<file path="src/rtl/reg_ref_file_pkg.sv">
// reg_ref_file_pkg: shared bus widths, zero register index and entry layout for the
// renaming register file.
package reg_ref_file_pkg;

    localparam int REG_ADDR_W = 5;
    localparam int DATA_W     = 32;
    localparam int ROB_ADDR_W = 4;
    localparam int REG_NUM    = 1 << REG_ADDR_W;

    localparam logic [REG_ADDR_W-1:0] ZERO_REG = '0;

    // One architectural register: committed value plus rename ownership.
    typedef struct packed {
        logic [DATA_W-1:0]     value;
        logic                  busy;
        logic [ROB_ADDR_W-1:0] tag;
    } entry_t;

endpackage

</file>
<file path="src/rtl/reg_ref_file_read_port.sv">
// reg_ref_file_read_port: combinational lookup of one register file read port.
// Ports: en/addr select the source register; regs is the full entry array;
// is_ref/data return either the committed value or the zero-extended owning ROB tag.
// With REGFILE_COMMIT_BYPASS_EN defined, the commit_* inputs exist and a commit that
// retires the current owner this cycle is forwarded as a plain value.
module reg_ref_file_read_port
    import reg_ref_file_pkg::*;
(
    input  logic                  en,
    input  logic [REG_ADDR_W-1:0] addr,
    input  entry_t [REG_NUM-1:0]  regs,
`ifdef REGFILE_COMMIT_BYPASS_EN
    input  logic                  commit_en,
    input  logic [REG_ADDR_W-1:0] commit_addr,
    input  logic [ROB_ADDR_W-1:0] commit_ref,
    input  logic [DATA_W-1:0]     commit_data,
`endif
    output logic                  is_ref,
    output logic [DATA_W-1:0]     data
);

    entry_t e;
    logic   hit;
    logic   byp;

    always_comb begin
        e   = regs[addr];
        hit = en && (addr != ZERO_REG);
`ifdef REGFILE_COMMIT_BYPASS_EN
        byp = hit && commit_en && (commit_addr == addr) && e.busy && (e.tag == commit_ref);
`else
        byp = 1'b0;
`endif
        is_ref = hit && e.busy && !byp;
`ifdef REGFILE_COMMIT_BYPASS_EN
        data = !hit ? '0 : byp ? commit_data : e.busy ? DATA_W'(e.tag) : e.value;
`else
        data = !hit ? '0 : e.busy ? DATA_W'(e.tag) : e.value;
`endif
    end

endmodule

</file>
<file path="src/rtl/reg_ref_file.sv">
// reg_ref_file: 32-entry register file with ROB-tag renaming, commit and flush.
// Ports: clk, rst (sync, active-high); two read ports (reg_read_en/addr in,
// reg_read_is_ref/data out); rename (reg_write_en/addr/ref); commit
// (commit_en/addr/ref/data); flush clears every pending rename.
// Optional macro REGFILE_COMMIT_BYPASS_EN forwards same-cycle commits to the reads.
module reg_ref_file
    import reg_ref_file_pkg::*;
(
    input  logic                  clk,
    input  logic                  rst,
    input  logic                  reg_read_en_1,
    input  logic [REG_ADDR_W-1:0] reg_read_addr_1,
    output logic                  reg_read_is_ref_1,
    output logic [DATA_W-1:0]     reg_read_data_1,
    input  logic                  reg_read_en_2,
    input  logic [REG_ADDR_W-1:0] reg_read_addr_2,
    output logic                  reg_read_is_ref_2,
    output logic [DATA_W-1:0]     reg_read_data_2,
    input  logic                  reg_write_en,
    input  logic [REG_ADDR_W-1:0] reg_write_addr,
    input  logic [ROB_ADDR_W-1:0] reg_write_ref,
    input  logic                  commit_en,
    input  logic [REG_ADDR_W-1:0] commit_addr,
    input  logic [ROB_ADDR_W-1:0] commit_ref,
    input  logic [DATA_W-1:0]     commit_data,
    input  logic                  flush
);

    entry_t [REG_NUM-1:0] regs;

    // Later assignments win: a same-cycle rename overrides the busy clear of a
    // commit, while flush discards the rename and clears every busy bit.
    always_ff @(posedge clk) begin
        if (rst) begin
            regs <= '0;
        end else begin
            if (commit_en && commit_addr != ZERO_REG) begin
                regs[commit_addr].value <= commit_data;
                if (regs[commit_addr].tag == commit_ref)
                    regs[commit_addr].busy <= 1'b0;
            end
            if (flush) begin
                for (int i = 0; i < REG_NUM; i++)
                    regs[i].busy <= 1'b0;
            end else if (reg_write_en && reg_write_addr != ZERO_REG) begin
                regs[reg_write_addr].busy <= 1'b1;
                regs[reg_write_addr].tag  <= reg_write_ref;
            end
        end
    end

    reg_ref_file_read_port u_rd1 (
        .en          (reg_read_en_1),
        .addr        (reg_read_addr_1),
        .regs        (regs),
`ifdef REGFILE_COMMIT_BYPASS_EN
        .commit_en   (commit_en),
        .commit_addr (commit_addr),
        .commit_ref  (commit_ref),
        .commit_data (commit_data),
`endif
        .is_ref      (reg_read_is_ref_1),
        .data        (reg_read_data_1)
    );

    reg_ref_file_read_port u_rd2 (
        .en          (reg_read_en_2),
        .addr        (reg_read_addr_2),
        .regs        (regs),
`ifdef REGFILE_COMMIT_BYPASS_EN
        .commit_en   (commit_en),
        .commit_addr (commit_addr),
        .commit_ref  (commit_ref),
        .commit_data (commit_data),
`endif
        .is_ref      (reg_read_is_ref_2),
        .data        (reg_read_data_2)
    );

endmodule

</file>
<file path="config.mk">
export PLATFORM = sky130hd
export DESIGN_NAME = reg_ref_file
export DESIGN_NICKNAME = d
export VERILOG_FILES = /design/src/rtl/reg_ref_file_pkg.sv /design/src/rtl/reg_ref_file_read_port.sv /design/src/rtl/reg_ref_file.sv
export SDC_FILE = /design/constraint.sdc
export NUM_CORES = 2
export LEC_CHECK = 0
export BUFFER_PORTS_ARGS = -buffer_cell sky130_fd_sc_hd__buf_2
export CAP_MARGIN = 5
export CORE_MARGIN = 1
export CORE_UTILIZATION = 53
export CTS_CLUSTER_DIAMETER = 200
export DETAILED_ROUTE_END_ITERATION = 10
export GPL_TIMING_DRIVEN = 0
export PLACE_DENSITY_LB_ADDON = 0.12
export SLEW_MARGIN = 20
export SYNTH_ARGS = -nofsm -noshare
export SYNTH_HDL_FRONTEND = slang
export SYNTH_SLANG_ARGS = --single-unit
</file>
<file path="constraint.sdc">
create_clock -name clk -period 7.72 [get_ports clk]
set_clock_uncertainty 0.2 [all_clocks]
set_input_delay 1.544 -clock clk [delete_from_list [all_inputs] [get_ports clk]]
set_output_delay 1.544 -clock clk [all_outputs]
set_load 0.05 [all_outputs]
</file>
---- After elaboration in Yosys (flattened, before gate mapping) ----
Index checks and enable logic that the tools add are counted.
cells by class
  $add $sub $neg .......................... 0
  multiply operators ...................... 0
  divide/modulo/power cells ............... 0
  order comparisons ....................... 6
  eq/ne operators ......................... 1
  shifts and indexed selects .............. 0
  mux-type cells .......................... 59
  bitwise logic cells ..................... 0
  reduce and logical (&&, ||, !) cells .... 13
operators by type and width
  operator                                                                              count
  1184-bit bitwise mux                                                                  4
  1184-bit 2-to-1 mux                                                                   4
  36-bit 2-to-1 mux                                                                     31
  37-bit demux with 5-bit select                                                        4
  37-bit binary-select mux with 5-bit select                                            3
  32-bit 2-to-1 mux                                                                     5
  37-bit 2-to-1 mux                                                                     3
  5-bit by 6-bit less-than comparator with 1-bit output (second input constant)         4
  5-bit nonzero test                                                                    4
  4-bit 2-to-1 mux                                                                      3
  5-bit by 1-bit greater-or-equal comparator with 1-bit output (second input constant)  2
  5-bit 2-to-1 mux                                                                      2
  1-bit logical AND                                                                     8
  4-bit equality test                                                                   1
  2-bit OR reduction                                                                    1
word-level totals
  register bits ........................... 1184
  latch bits .............................. 0
  memory bits (writable) .................. 0
  ROM bits ................................ 0
  input port bits ......................... 67
  output and inout port bits .............. 66
  word-level logic and storage cells ...... 175
  memories kept ........................... 0

---- Depth between registers and ports, before layout ----
  word-level depth ........................ 13
  mapped depth ............................ 11
  depth with buffers taken out ............ 6

---- By module ----
From an unflattened synthesis, not the netlist that was laid out.
second synthesis, totals
  cells, all modules ...................... 6660
  area, all modules ....................... 61413.9 µm²
by module, submodules not included
  module                  times used  cells each  area each (µm²)  sequential area each (µm²)
  reg_ref_file            1           5414        42488.2          23702.7
  reg_ref_file_read_port  2           623         9462.8           0.0

---- Worst setup path after synthesis ----
Ideal clock, no wire load.
  path type ............................... input to output
  start point ............................. in reg_read_addr_1[0]
  end point ............................... out reg_read_data_1[26]
  arrival time ............................ 4174 ps
  required time ........................... 5976 ps
  slack ................................... 1802 ps
  stages on the path ...................... 11
  buffers on the path ..................... 6
  cells stage by stage .................... buf_4 > buf_6 > buf_8 > buf_2 > buf_2 > buf_4 > mux2i_1 > o221ai_1 > o22ai_1 > or3b_2 > a21oi_1
between the ends
  cells in the longest elaborated chain, start to end .. 4
  elaborated cells on any way between the ends .. 6
  classes of those cells .................. 4 x mux; 2 x reduce/logical
RTL lines
  item                                        line                          source
  from (decl)                                 reg_ref_file.sv:12            input logic [REG_ADDR_W-1:0] reg_read_addr_1,
  37-bit binary-select mux with 5-bit select  reg_ref_file_read_port.sv:27  e = regs[addr];
  37-bit 2-to-1 mux (not written as such)     reg_ref_file_read_port.sv:27
  32-bit 2-to-1 mux                           reg_ref_file_read_port.sv:38  data = !hit ? '0 : e.busy ? DATA_W'(e.tag) : e.value;
  32-bit 2-to-1 mux (*)                       reg_ref_file_read_port.sv:38
  to (decl)                                   reg_ref_file.sv:14            output logic [DATA_W-1:0] reg_read_data_1,
Mark *: on every way between the ends. The rest lies on a longest branch, timed or not. The select of a mux whose other input is x is not followed.

---- Worst setup path in the final report ----
  start point ............................. in reg_read_addr_2[1]
  end point ............................... out reg_read_data_2[4]
between the ends
  cells in the longest elaborated chain, start to end .. 4
  elaborated cells on any way between the ends .. 6
  classes of those cells .................. 4 x mux; 2 x reduce/logical
RTL lines
  item                                        line                          source
  from (decl)                                 reg_ref_file.sv:16            input logic [REG_ADDR_W-1:0] reg_read_addr_2,
  37-bit binary-select mux with 5-bit select  reg_ref_file_read_port.sv:27
  37-bit 2-to-1 mux (not written as such)     reg_ref_file_read_port.sv:27
  32-bit 2-to-1 mux                           reg_ref_file_read_port.sv:38
  32-bit 2-to-1 mux (*)                       reg_ref_file_read_port.sv:38
  to (decl)                                   reg_ref_file.sv:18            output logic [DATA_W-1:0] reg_read_data_2,
Marks and branches as above.

==> results by group <==
Layout
  – Layout fillers: around 10000
  – Layout area overhead: 11.98%
  – Nets@finish: slightly below 7000
  – Share of layout cells above drive strength 1: 0.1813
  – Post-Layout Cell Count: 8461
  – Reg with most FFs: regs
  – Largest regs: regs (1184)
  – Max FFs per register: 1184

Power
  – Pwr dens: 208.8 nW/um^2
  – Switching fraction of total power: 0.2720
  – P_int: roughly 10 mW
  – Clk network pwr share: 0.475
  – Overall power: 14.31 mW
  – Seq pwr share: 0.432
  – Combinational share of power: 0.093
  – VDD IR max: ~0.23 mV
  – Lkg Pwr: between 20 and 25 nW
  – Switching Power: slightly below 4 mW

Drt
  – DRC violations left: 0
  – Met1 WL: roughly 110000 um
  – 1st-iter DRT viols: between 9000 and 10000
  – DR vias/cell: approximately 6.8
  – DR vias: roughly 57000
  – Met3 routed WL: 49540 um
  – Routed len/inst: roughly 34 um
  – Detailed Routing Iterations Pass 1: 8
  – Total wire length: between 200000 and 300000 um
  – Routed wl met2: roughly 110000 um
  – DR top layer: met5
  – Post-DRT Antenna Nets: 0

Floorplanning
  – Die height: around 340 um
  – Io pins: between 100 and 150
  – Chip width: about 340 um
  – CORE AREA: roughly 110000 sq um
  – Rows: 124
  – Initial Util: 0.5353
  – Die area: roughly 120000 sq um

Setup path
  – Reg2reg setup slack: approximately 4 ns
  – Critical path's largest stage delay: around 0.54 ns
  – Slowest-stage cell, CP: buf_2
  – Worst path required time: 5.98 ns
  – Crit-path leading delay family: buffers and inverters
  – Cell Chain, Critical Path: buf_2 -> clkbuf_4 -> buf_2 -> buf_2 -> buf_2 -> buf_2 -> a211oi_1 -> a21oi_1 -> mux2i_1 -> nor2_1 -> buf_2
  – Crit-path max FO: 10
  – Setup crit end kind: output port
  – CP Launch Type: primary input
  – Crit path top cell by count: buf_2
  – Arrival time worst endpoint: 6.09 ns
  – WS Path Type: primary input to output port
  – Worst path bufs/invs: 7

Timing
  – Final min period: between 7 and 8 ns
  – Slew margin rel.: 0.06556
  – Hold Vio Cnt, Final: 0
  – Final setup vio count: 3
  – RSZ-0062 raised after global routing: no
  – Slew of the pin with the lowest slew margin: 1.397 ns
  – Setup WS post-layout: -0.1164 ns
  – Achievable Freq: 127.6 MHz
  – Max-slew violations: 0
  – Final period util: 1.015

Run status
  – Status: finished, violations left
  – Failing checks: negative setup slack

Synth
  – Synth Area in Simple Gates: 0.1615
  – Post-Synth XOR/XNOR Area: 0
  – Top cells by area, synth: dfxtp_1 39%, mux4_2 26%, nand2_1 13%
  – Synth Instances: 6566
  – Largest family of logic cells by synthesized area: multiplexers
  – Top cell type's share of synthesized area: 0.3872
  – Ys Warns: 0
  – Yosys top cell by area: dfxtp_1
  – Avg Inst Size Synth: ~9.3 sq um
  – Predominant post-synthesis flop cell: dfxtp_1
  – Cell variety after synth: 45
  – Most frequent cell after synthesis: nand2_1
  – Seq/Total Area, Yosys: 0.3872
  – Cell area after synthesis: 61210 sq um
  – Post-synth EDFFs: 0
  – Commonest cells in the netlist: 2128 x nand2_1, 1184 x dfxtp_1, 1128 x a21oi_1, 720 x mux4_2, 537 x clkbuf_1
  – Mux cell area share after synthesis: 0.2936
  – Post-synthesis adder-cell area fraction: 0
  – Syn_nets: 6633
  – Synth Register Bits: about 1200
  – Synth Area in Compound Gates: 0.1117
  – Async S/R FF share, synth: 0

Clocking
  – Clk_lat worst skew: 0.80 ns
  – Total CTS buffers: 135
  – Clock root buffer: clkbuf_16
  – Post-cts hold buffer count: 0
  – TritonCTS clock tree: done
  – Total clock sinks: 1184
  – H-tree levels: 4
  – Setup Buffers After CTS: 0
  – Clock tree buffer depth: 3
  – Post-cts resize count: 1
  – Clk slew on worst S/H paths: 0.06 ns

Global routing
  – First-pass GRT wire length: between 300000 and 400000 um
  – Initial antenna violation count: 29
  – Vias in the first global route: about 52000
  – Overflow after GRT: 0
  – Pin count of the biggest net entering global routing: 17
  – GRT Util Overall: 0.4831

Place
  – Post-DP HPWL: 221600 um
  – Port Buffer Count: 123
  – Gp weighted congestion: approximately 1.1
  – Placed insts: just over 8000
  – Dpl ws: -0.3428 ns

Job
  – Max Cap Violations: 0

Worst hold path
  – Worst hold path type: register to register
==> metrics by stage <==
stage	setup TNS, ns	area, sq um	utilization	hold slack, ns
after floorplan	0	61210	-	0.2427
after global placement	-1.677	63720	0.5573	0.2481
after detailed placement	-1.528	63820	0.5582	0.2563
after CTS	0	68440	0.5985	0.2639
after global routing	0	68500	0.5991	0.2769
final	-0.2330	68550	0.5995	0.2643
==> power by group through the flow <==
stage          sequential, mW  clock, mW  combinational (mW)
3_5_place_dp             6.32          0                1.26
5_1_grt                  6.19       6.99                1.33
2_1_floorplan            6.31          0               0.716
3_3_place_gp             6.32          0                1.25
6_report                 6.19       6.79                1.33
4_1_cts                  6.19       6.75                1.26
==> area by class of cell <==
cell class,count,area [sq um],area share
diodes,22,55.05,0.0008032
plain buffers,681,2853,0.04162
clock buffers,189,3986,0.05816
multi-input cells,4701,34770,0.5072
clock inverters,46,625.6,0.009127
repair buffers,126,665.6,0.009711
well taps,1512,1892,0.02760
flip-flops and latches,1184,23700,0.3458
==> cell usage in the layout, fill, tap and decap left out, types with 9 or more instances in the layout <==
cell type,instances
a31oi_1,23
buf_1,22
o21ai_0,94
nor2_1,184
nor2b_1,74
mux4_1,11
a31oi_2,10
buf_4,18
diode_2,22
a21oi_1,1123
clkbuf_8,32
mux4_2,720
clkinv_2,19
bufinv_16,9
clkbuf_16,139
nand3_1,60
clkbuf_1,530
buf_2,216
dfxtp_1,1184
a22oi_1,20
mux2i_1,140
nand2_1,2128
a211oi_1,27
clkbuf_2,26
==> cells by family (layout without fill, tap and decap cells) <==
family / after synthesis / count (layout)
mux: 875 / 875
flops: 1184 / 1184
other cells: 0 / 22
buf+inv: 681 / 1042
simple gates: 2512 / 2512
compound gates: 1314 / 1314
==> final timing paths <==
kind / from / endpoint / cells past startpoint
hold reg to reg: regs[683] / regs[683] / 2
setup reg to reg: regs[186] / regs[781] / 7
hold / removal: regs[683] / regs[683] / 2
setup / recovery: reg_read_addr_2[1] / reg_read_data_2[4] / 11
==> routing by layer <==
metal / track usage / vias to the layer above
li1: - / 23740
met1: 0.6420 / 28320
met2: 0.6484 / 4548
met3: 0.2347 / 822
met4: 0.2399 / 10
met5: 0.006127 / -
==> worst reg2reg max path: stages (launching register included) <==
cell and delay [ns]:
dfxtp_1 0.35, mux4_1 0.58, a22o_1 0.41, a221oi_1 0.46, a31oi_1 0.14, nor4_1 0.72
buf_2 0.45, a31oi_2 0.16
(Power assumes the default switching activity.)
